[src/rtl/pmem_access_ctrl.sv]
// Program memory port arbiter: fetch reads pass through, byte-stream loader writes LE words.
// Latency: fetch response 1 cycle after grant; one write cycle per assembled word.
// Backpressure: load_byte_ready low during word write; fetch held ungranted while a load session runs.
module pmem_access_ctrl #(
    parameter int unsigned MEM_BYTES = 2048,
    parameter logic [31:0] BASE_ADDR = 32'h0000_0000,
    parameter int unsigned LEN_W     = 12
) (
    input  logic             clk,
    input  logic             reset_n,
    input  logic             load_start,
    input  logic [LEN_W-1:0] load_len,
    input  logic [7:0]       load_byte,
    input  logic             load_byte_valid,
    output logic             load_byte_ready,
    output logic             load_busy,
    output logic             load_done,
    output logic             load_err,
    output logic             cpu_hold,
    input  logic             fetch_req,
    input  logic [31:0]      fetch_addr,
    output logic             fetch_gnt,
    output logic [31:0]      fetch_rdata,
    output logic             fetch_rvalid,
    output logic [31:0]      mem_addr,
    output logic             mem_we,
    output logic [31:0]      mem_wdata,
    input  logic [31:0]      mem_rdata
);

    typedef enum logic [1:0] {
        IDLE    = 2'd0,
        COLLECT = 2'd1,
        WRITE   = 2'd2,
        DONE    = 2'd3
    } state_t;

    state_t           state_q, state_d;
    logic [LEN_W-1:0] len_q, len_d;
    logic [LEN_W-1:0] cnt_q, cnt_d;
    logic [LEN_W-1:0] widx_q, widx_d;
    logic [31:0]      buf_q, buf_d;
    logic             err_q, err_d;
    logic [31:0]      rdata_q;
    logic             rvalid_q;

    always_ff @(posedge clk or negedge reset_n) begin
        if (!reset_n) begin
            state_q  <= IDLE;
            len_q    <= '0;
            cnt_q    <= '0;
            widx_q   <= '0;
            buf_q    <= '0;
            err_q    <= 1'b0;
            rdata_q  <= '0;
            rvalid_q <= 1'b0;
        end else begin
            state_q  <= state_d;
            len_q    <= len_d;
            cnt_q    <= cnt_d;
            widx_q   <= widx_d;
            buf_q    <= buf_d;
            err_q    <= err_d;
            rvalid_q <= fetch_gnt;
            if (fetch_gnt) begin
                rdata_q <= mem_rdata;
            end
        end
    end

    always_comb begin
        state_d         = state_q;
        len_d           = len_q;
        cnt_d           = cnt_q;
        widx_d          = widx_q;
        buf_d           = buf_q;
        err_d           = err_q;
        fetch_gnt       = 1'b0;
        load_byte_ready = 1'b0;
        mem_we          = 1'b0;
        mem_addr        = fetch_addr;
        mem_wdata       = buf_q;

        case (state_q)
            IDLE: begin
                if (load_start) begin
                    // A new session always clears the sticky error before judging its own length.
                    err_d  = 1'b0;
                    cnt_d  = '0;
                    widx_d = '0;
                    buf_d  = '0;
                    if (load_len == '0) begin
                        state_d = DONE;
                    end else if (32'(load_len) > MEM_BYTES) begin
                        err_d   = 1'b1;
                        state_d = DONE;
                    end else begin
                        len_d   = load_len;
                        state_d = COLLECT;
                    end
                end else begin
                    fetch_gnt = fetch_req;
                end
            end
            COLLECT: begin
                load_byte_ready = 1'b1;
                if (load_byte_valid) begin
                    case (cnt_q[1:0])
                        2'd0:    buf_d[7:0]   = load_byte;
                        2'd1:    buf_d[15:8]  = load_byte;
                        2'd2:    buf_d[23:16] = load_byte;
                        default: buf_d[31:24] = load_byte;
                    endcase
                    cnt_d = cnt_q + LEN_W'(1);
                    if (cnt_q[1:0] == 2'd3 || cnt_d == len_q) begin
                        state_d = WRITE;
                    end
                end
            end
            WRITE: begin
                // Buffer is zeroed after every write, so a short final word is already padded.
                mem_we   = 1'b1;
                mem_addr = BASE_ADDR + 32'({widx_q, 2'b00});
                widx_d   = widx_q + LEN_W'(1);
                buf_d    = '0;
                state_d  = (cnt_q == len_q) ? DONE : COLLECT;
            end
            default: begin
                state_d = IDLE;
            end
        endcase
    end

    assign load_busy    = (state_q != IDLE);
    assign cpu_hold     = (state_q != IDLE);
    assign load_done    = (state_q == DONE);
    assign load_err     = err_q;
    assign fetch_rdata  = rdata_q;
    assign fetch_rvalid = rvalid_q;

endmodule
[config.mk]
export PLATFORM = sky130hd
export DESIGN_NAME = pmem_access_ctrl
export DESIGN_NICKNAME = d
export VERILOG_FILES = /design/src/rtl/pmem_access_ctrl.sv
export SDC_FILE = /design/constraint.sdc
export NUM_CORES = 1
export LEC_CHECK = 0
export ABC_CLOCK_PERIOD_IN_PS = 2100
export BUFFER_PORTS_ARGS = -buffer_cell sky130_fd_sc_hd__buf_2
export CAP_MARGIN = 20
export CORE_UTILIZATION = 25
export CTS_CLUSTER_SIZE = 16
export DETAILED_ROUTE_END_ITERATION = 6
export SYNTH_ARGS = -nofsm -noshare
export SYNTH_HDL_FRONTEND = slang
export SYNTH_SLANG_ARGS = --single-unit
[constraint.sdc]
create_clock -name clk -period 2.1 [get_ports clk]
set_input_delay 0.315 -clock clk [delete_from_list [all_inputs] [get_ports clk]]
set_output_delay 0.315 -clock clk [all_outputs]
set_load 0.02 [all_outputs]
After elaboration in Yosys (flattened, before gate mapping):

Cells that the tools add are included.

* word-level logic and storage cells: 74
* input port bits: 89
* register bits: 104
* output and inout bits: 104

* bitwise logic cells: 2
* reduce and logical (&&, ||, !) cells: 18
* $lt $le $gt $ge: 1
* equality and inequality tests: 15
* add/subtract/negate cells: 2
* mux-type cells: 25

Operators by type and width (count)
* $mux W32: 3
* $pmux W32 S3: 1
* $pmux W12 S2: 2
* $mux W8: 4
* $add A12 B1 Y12 const B: 2
* $eq A12 B12 Y1: 2
* $mux W12: 2
* $reduce_and A4 Y1: 5
* $gt A12 B12 Y1 const B: 1
* $logic_not A12 Y1: 1
* $mux W2: 6
* $eq A2 B2 Y1 const B: 4
* $ne A2 B2 Y1 const B: 4
* $mux W1: 6
* $ne A2 B1 Y1 const B: 3
* $pmux W2 S3: 1
* $reduce_and A3 Y1: 2
* $reduce_bool A2 Y1: 3
* $eq A2 B1 Y1 const B: 2
* $logic_not A2 Y1: 2
* $reduce_and A2 Y1: 2
* $reduce_bool A3 Y1: 1
* $reduce_or A3 Y1: 1
* $not A1 Y1: 2
* $logic_or A1 B1 Y1: 1

Depth between registers and ports, before layout:

Gate-level depths: netlist of the first run.

* depth in word-level cells: 6
* depth in mapped cells: 8
* mapped depth without buffers: 8

Worst setup path after synthesis of the first run:

OpenSTA, ideal clock, no wires.

* path type: flip-flop to flip-flop
* from: register cnt_q[1]
* to: register state_q[0]
* setup time: 0.133 ns
* clock period less this slack: 1.863 ns
* arrival time: 1.731 ns
* required time: 1.967 ns
* setup slack: 0.237 ns
* stages on the path, launching flop included: 8
* path buffers: 0
* cells stage by stage: dfrtp_1 ha_1 nor2b_1 or4_1 nand3_1 o41ai_1 nor4b_2 a21oi_1

* longest elaborated chain between the ends: 5
* elaborated cells between the ends (all ways): 6
* classes of those cells: add/sub: 1; eq/ne: 3; reduce/logical: 2

RTL lines
* start: declaration: RTL line 40 `logic [LEN_W-1:0] cnt_q, cnt_d;`
* start signal: assignment: RTL line 60 `cnt_q <= cnt_d;`
* $add A12 B1 Y12: RTL line 114 `cnt_d = cnt_q + LEN_W'(1);`
* $eq A12 B12 Y1: RTL line 115 `if (cnt_q[1:0] == 2'd3 || cnt_d == len_q) begin`
* $logic_or A1 B1 Y1 (*): RTL line 115
* $ne A2 B2 Y1 (no line) (*)
* $reduce_and A3 Y1 (no line) (*)
* end signal: assignment: RTL line 58 `state_q <= state_d;`
* end: declaration: RTL line 38 `state_t state_q, state_d;`

Every way passes the cells marked *; elsewhere a longest branch is shown, timed or not.
A chain may end at the register's enable or synchronous reset.

Worst setup path in the final report of the first run:

* from: register state_q[1]
* to: output port fetch_gnt

* longest elaborated chain between the ends: 2

RTL lines
* $logic_not A2 Y1: RTL line 84 `case (state_q)`
* $mux W1: RTL line 84
* end: declaration: RTL line 22 `output logic fetch_gnt,`

No other way between the ends.

==> summary.md, run 1 <==
| Metric | Value |
|---|---|
| WP data required | between 1.5 and 2 ns |
| Met3 routed WL | around 870 um |
| GRT Util Overall | 12.9% |
| Worst path bufs/invs | 3 |
| Avg Cell Area, Syn | 9.94 um^2 |
| Via density | 4.35 |
| N_diodes | 0 |
| Status | finished clean |
| Fin nets | 793 |
| Worst R2R Setup Slack | 0.15 ns |
| Max H-tree Level | 3 |
| Root buffer cell | clkbuf_16 |
| Final wirelength | 12900 um |
| Worst skew pair latency | approximately 0.35 ns |
| Unrepaired setup endpoints after global routing | false |
| CP arrival | about 1.7 ns |
| Fin. max-slew vios | 0 |
| Die ar. | 20400 um^2 |
| Pin count of the biggest net entering global routing | 62 |
| Crit path from | state_q[1]$_DFFE_PN0P_ |
| Area delta synth->final | 35.6% |
| Drt first pass iters | 4 |
| Worst setup SP type | flop |
| Num CTS Buffers | 9 |
| Max layer used | met4 |
| Measured slew at the worst slew-check pin | 0.666 ns |
| Core area | 19500 um^2 |
| Worst setup margin | 0.117 ns |
| Initial antenna violation count | 0 |
| Vias | 4215 |
| Top cells by area, synth | dfrtp_1 52%, mux2_1 9.3%, nand2_1 8.5% |
| Die Y | 143 um |
| Hold slack final | 0.173 ns |
| Peak supply drop | 0.000581 V |
| Hold Fails Final Rpt | 0 |
| Post-DRT Antenna Nets | 0 |
| Crit-path max cell delay | around 0.45 ns |
| Routed len/inst | 13.3 um |
| Syn Inst Count | 500 |
| Drc violations | 0 |
| Reg2reg end | state_q[0]$_DFFE_PN0P_ |
| Setup violations, final | 0 |
| Critical path peak fanout | 17 |
| Maximum operating frequency | 504 MHz |
| Longest Clk Path Bufs | 2 |
| Path type of the worst setup path | flop to primary output |
| Period utilisation layout | 94.4% |
| Syn nets | 595 |
| Reg2reg start | cnt_q[4]$_DFFE_PN0P_ |
| Port Buf Inserts | 192 |
| R2R depth | 6 |
| Vias in the first global route | roughly 3800 |
| # clock sinks | ~100 |
| Synthesized flop and latch total | 104 |
| Number of synthesized flops with an enable pin | 0 |
| Top-area cell type share of the netlist area | 52.4% |
| Filler Cells Inserted | 1994 |
| Setup Skew | 0.00622 ns |
| Synthesized area | 4970 um^2 |
| DP HPWL | ~9600 um |
| # IOs | roughly 190 |
| Yosys warns | 0 |
| Leakage | ~3.3 nW |
| First-pass GRT wire length | around 20000 um |
| Async set or reset register ratio after synthesis | 100% |
| GRT overflow | 0 |
| Cell Pwr Density | 1370 nW/um^2 |
| CP Depth | 5 |
| Ordered list of cells on the worst path | nor2_4, inv_2, nor3b_4, buf_12, buf_2 |
| Crit. End Element | primary output |
| Dpl ws | -0.0548 ns |
| Die X | 143 um |
| Crit-path slowest cell | dfrtp_2 |
| Most used DFF post-synth | dfrtp_1 |
| Clock edge transition at the registers on the reported setup and hold paths | 0.08 ns |
| Site Rows | 51 |
| Crit path to | fetch_gnt |
| Initial drt markers | approximately 190 |
| WL met2 | 5930 um |
| MaxCap Viol Count | 0 |
| Fin crit period | 1.98 ns |
| Setup_tns | 0 ns |
| Initial Util | 25.5% |
| Register area | 2610 um^2 |
| Seq/Total Area, Yosys | 52.4% |
| Area occupied by multi-input gates | 2250 um^2 |
| Path type of the worst min-delay path | primary input to flop |
| Slew margin rel. | between 50% and 60% |
| CTS tree | built |
| Netlist cell types | 44 |
| Share of layout cells above drive strength 1 | 35.0% |
| Gpl congestion | 0.831 |
| Top Family by Delay on Critical Path | buffers and inverters |
| Area leader, netlist | dfrtp_1 |
| Met1 Wirelength | 5920 um |
[report_power, final]
part	switching [W]	internal, W	total (W)
clock	0.000819	0.000959	0.00178
sequential	0.000487	0.00276	0.00324
combinational	0.00265	0.00154	0.00419
[layout make-up]
type / instances / area share, %
clock buffer: 9 / 3.34
clock inverter: 7 / 1.37
inverter: 7 / 0.390
multi-input combinational: 363 / 33.4
sequential: 104 / 38.7
tap: 265 / 4.92
timing repair buffer: 213 / 17.9
[sequential cells by signal, summed over array words and instances (netlist names)]
register,flops
len_q,12
state_q,2
cnt_q,12
mem_wdata,32
widx_q,12
fetch_rdata,32
load_err,1
fetch_rvalid,1
[through the flow]
| stage | util (%) | std cells | total power (W) | instance area, um^2 |
|---|---|---|---|---|
| after floorplan | - | 500 | 0.00592 | 4970 |
| after detailed placement | 32.4 | 948 | 0.00742 | 6310 |
| final | 34.6 | 968 | 0.00921 | 6740 |
| after global placement | 32.4 | 948 | 0.00736 | 6310 |
| after CTS | 34.3 | 967 | 0.00929 | 6680 |
| after global routing | 34.6 | 968 | 0.00996 | 6740 |
[synth_stat cells (3+ instances only)]
cell	n
a21oi_1	14
o211ai_1	4
inv_1	5
a31oi_1	3
clkbuf_1	15
nor2_1	14
nor3_1	3
nor4_1	4
o21ai_0	42
nand3_1	19
buf_2	7
xnor2_1	10
nor2b_1	24
o31ai_1	6
o21ai_1	15
mux2_2	3
a21oi_2	4
ha_1	6
mux2_1	41
nand4_1	6
nand2_1	112
xor2_1	9
and3_1	3
dfrtp_1	104
[timing repair]
item | 4_1_cts | 5_1_grt
resized for setup | 1 | 7
setup endpoints to repair | 1 | 3
setup buffers | 1 | 0
gates cloned | 1 | 1
hold buffers | 1 | 0
hold endpoints to repair | 26 | 0
pin swaps | 1 | 1
[worst min-delay path by stage]
stage	from	end	slack, ns	cells after the start
after floorplan	reset_n	cnt_q[0]$_DFFE_PN0P_	0.02	0
after global placement	reset_n	len_q[9]$_DFFE_PN0P_	0.28	1
after detailed placement	reset_n	len_q[9]$_DFFE_PN0P_	0.28	1
after CTS	mem_rdata[19]	fetch_rdata[19]$_DFFE_PN0P_	0.15	2
after global routing	mem_rdata[27]	fetch_rdata[27]$_DFFE_PN0P_	0.16	2
final	mem_rdata[19]	fetch_rdata[19]$_DFFE_PN0P_	0.17	2
[worst reg2reg max path, stage by stage, from the launching register on]
cell     delay (ns)
dfrtp_2        0.46
xor2_1         0.19
or4_1          0.51
nand3_1        0.13
o41ai_1        0.09
nor4b_2        0.34
a21oi_1        0.11
[cell usage in the layout (no fill, tap or decap), drive strengths merged, types with 2 or more instances in the layout]
cell / count
nor2b: 24
nand2b: 2
o31ai: 6
mux2: 44
o21ai: 57
nor3b: 3
inv: 11
nand4: 6
a21oi: 18
and2: 2
nor3: 3
o211ai: 4
ha: 6
clkinv: 2
nor2: 14
nor4: 4
nand3: 19
buf: 210
a31oi: 3
and3: 3
a211oi: 2
xnor2: 10
clkbuf: 10
xor2: 9
nand2: 112
dfrtp: 104
and4: 3
[cell families (layout without fill, tap and decap cells)]
group	after synthesis	count (layout)	share of synthesized area [%]
simple gates	200	200	19.1
flops	104	104	52.4
compound gates	94	94	10.7
mux	44	44	9.97
buf+inv	33	236	3.00
xor+xnor	19	19	3.35
fa+ha+maj	6	6	1.51
[metal layers]
layer | vias up | track usage [%]
li1 | 2122 | -
met1 | 1952 | 17.0
met2 | 126 | 20.1
met3 | 15 | 4.06
met4 | 0 | 3.85
met5 | - | 0
(Power assumes the default switching activity.)
==> inputs of run 2 (changes only) <==
Settings changed: BUFFER_PORTS_ARGS -buffer_cell sky130_fd_sc_hd__buf_2 to -buffer_cell sky130_fd_sc_hd__buf_4, CTS_CLUSTER_SIZE 16 to 40, REMOVE_ABC_BUFFERS from default to 1.
==> summary.md, run 2 (synthesis results as in run 1) <==
| Metric | Value |
|---|---|
| Maximum operating frequency | 503 MHz (-0.28%) |
| Path type of the worst min-delay path | primary input to asynchronous set/reset pin |
| Vias in the first global route | 3926 (+2.7%) |
| Status | finished with violations |
| WP data required | 1.78 ns (about the same) |
| Initial Util | 25.5% (unchanged) |
| Via density | 4.42 (+1.5%) |
| Routed len/inst | 13.7 um (+3.0%) |
| Hold Fails Final Rpt | 13 (+13) |
| DP HPWL | 9870 um (+3.0%) |
| Slew margin rel. | 60.8% (+5.2 points) |
| Setup Skew | 0.00906 ns (+0.00284 ns) |
| Crit. End Element | primary output |
| Clock edge transition at the registers on the reported setup and hold paths | 0.08 ns (about the same) |
| Longest Clk Path Bufs | 2 (unchanged) |
| Worst path bufs/invs | 3 (unchanged) |
| Leakage | 3.42 nW (+4.2%) |
| Final core utilization | 36.8% (+2.2 points) |
| GRT overflow | 0 (unchanged) |
| Cell Pwr Density | 1350 nW/um^2 (-0.92%) |
| Worst skew pair latency | 0.36 ns (about the same) |
| Hold slack final | -0.00642 ns (-0.179 ns) |
| Port Buf Inserts | 192 (unchanged) |
| Highest-count cells in the layout ignoring fill and taps | 211 x buf_4, 111 x nand2_1, 104 x dfrtp_1 |
| Initial drt markers | 165 (-12%) |
| N_diodes | 0 (unchanged) |
| Failing checks | negative hold slack |
| Most common cell after layout, fill and taps aside | buf_4 |
| Inst Count DP | 952 (+0.42%) |
| Die X | 143 um (unchanged) |
| Initial antenna violation count | 1 (+1) |
| Core area | 19500 um^2 (unchanged) |
| Setup violations, final | 0 (unchanged) |
| R2R depth | 7 (+1) |
| CP Depth | 5 (unchanged) |
| Ordered list of cells on the worst path | nor2_4, inv_2, nor3b_4, buf_12, buf_4 |
| Top Family by Delay on Critical Path | flip-flops |
| Vias | 4289 (+1.8%) |
| GRT Util Overall | 13.2% (+0.33 points) |
| Die ar. | 20400 um^2 (unchanged) |
| # clock sinks | 104 (unchanged) |
| Area delta synth->final | 44.3% |
| Final wirelength | 13300 um (+3.2%) |
| Pin count of the biggest net entering global routing | 105 (+69%) |
| Drc violations | 0 (unchanged) |
| Path type of the worst setup path | flop to primary output |
| Crit-path slowest cell | dfrtp_1 |
| Max H-tree Level | 3 (unchanged) |
| Critical path peak fanout | 17 (unchanged) |
| Unrepaired setup endpoints after global routing | true |
| Drt first pass iters | 5 (+1) |
| CP arrival | 1.67 ns (about the same) |
| CTS tree | built |
| Non-Filler Instances | 970 (+0.21%) |
| Gpl congestion | 0.833 (+0.14%) |
| Fin nets | 795 (+0.25%) |
| Period utilisation layout | 94.7% (+0.27 points) |
| MaxCap Viol Count | 0 (unchanged) |
| Measured slew at the worst slew-check pin | 0.589 ns (-0.0776 ns) |
| Peak supply drop | 0.000428 V (-26%) |
| Share of layout cells above drive strength 1 | 35.0% (+0.043 points) |
| Final Power | 0.00971 W (+5.4%) |
| First-pass GRT wire length | 20700 um (+3.0%) |
| # IOs | 193 (unchanged) |
| Fin crit period | 1.99 ns (+0.00563 ns) |
| Fin. max-slew vios | 0 (unchanged) |
| Die Y | 143 um (unchanged) |
| Root buffer cell | clkbuf_16 |
| Site Rows | 51 (unchanged) |
| Crit-path max cell delay | 0.46 ns (about the same) |
| Worst setup SP type | flop |
| Setup_tns | 0 ns (unchanged) |
| Post-DRT Antenna Nets | 0 (unchanged) |
| Num CTS Buffers | 9 (unchanged) |
==> run 2: power by group <==
group | total [W] | internal [W] | switching, W
registers | 0.00328 | 0.00275 | 0.000523
logic | 0.00472 | 0.00204 | 0.00268
clock network | 0.00171 | 0.000846 | 0.000864
total | 0.00971 | 0.00564 | 0.00407
==> run 2: layout make-up <==
| type | instances | area, um^2 |
|---|---|---|
| clock buffer | 9 | 225 |
| clock inverter | 7 | 67.6 |
| fill | 2027 | 12300 |
| inverter | 7 | 31.3 |
| multi-input combinational | 363 | 2240 |
| sequential | 104 | 2600 |
| tap | 265 | 332 |
| timing repair buffer | 215 | 1680 |
==> run 2: timing repair <==
| item | in CTS | in global routing |
|---|---|---|
| pin swaps | 1 | 0 |
| resized for setup | 1 | 5 |
| hold buffers | 0 | 0 |
| setup buffers | 1 | 0 |
| gates cloned | 1 | 0 |
| endpoints found under the setup margin | 1 | 14 |
==> run 2: worst register-to-register path: cells and delay by family, from the launching register on <==
kind,cells,cell delay (ns)
AND/OR/NAND/NOR,4,0.98
flip-flops,1,0.38
adder cells (fa/ha/maj),1,0.25
AO/OA/AOI/OAI,2,0.20
==> run 2: per-stage QoR <==
stage                     hold WS, ns  setup slack [ns]  instance area, um^2
after floorplan                0.0194            -0.851                 4850
after global placement          0.440            0.0442                 6820
after CTS                      0.0539            0.0196                 7160
after global routing           0.0697          -0.00546                 7170
after detailed placement        0.448           -0.0722                 6820
final                        -0.00642             0.111                 7170
==> run 2: worst paths after layout <==
check,start,to,slack [ns]
setup / recovery,state_q[1]$_DFFE_PN0P_,fetch_gnt,0.11
hold / removal,reset_n,len_q[2]$_DFFE_PN0P_,-0.006
setup reg to reg,cnt_q[0]$_DFFE_PN0P_,state_q[0]$_DFFE_PN0P_,0.16
hold reg to reg,mem_wdata[20]$_DFFE_PN0P_,mem_wdata[20]$_DFFE_PN0P_,0.48
max in group asynchronous,reset_n,cnt_q[0]$_DFFE_PN0P_,1.63
min in group clk,mem_rdata[28],fetch_rdata[28]$_DFFE_PN0P_,0.16
==> run 2: metal layers <==
layer | vias up | GRT usage (%) | part of all wire (%)
li1 | 2134 | - | -
met1 | 1997 | 16.9 | 45
met2 | 140 | 21.4 | 46
met3 | 16 | 3.45 | 7.5
met4 | 2 | 4.75 | 1.5
met5 | - | 0 | 0.068
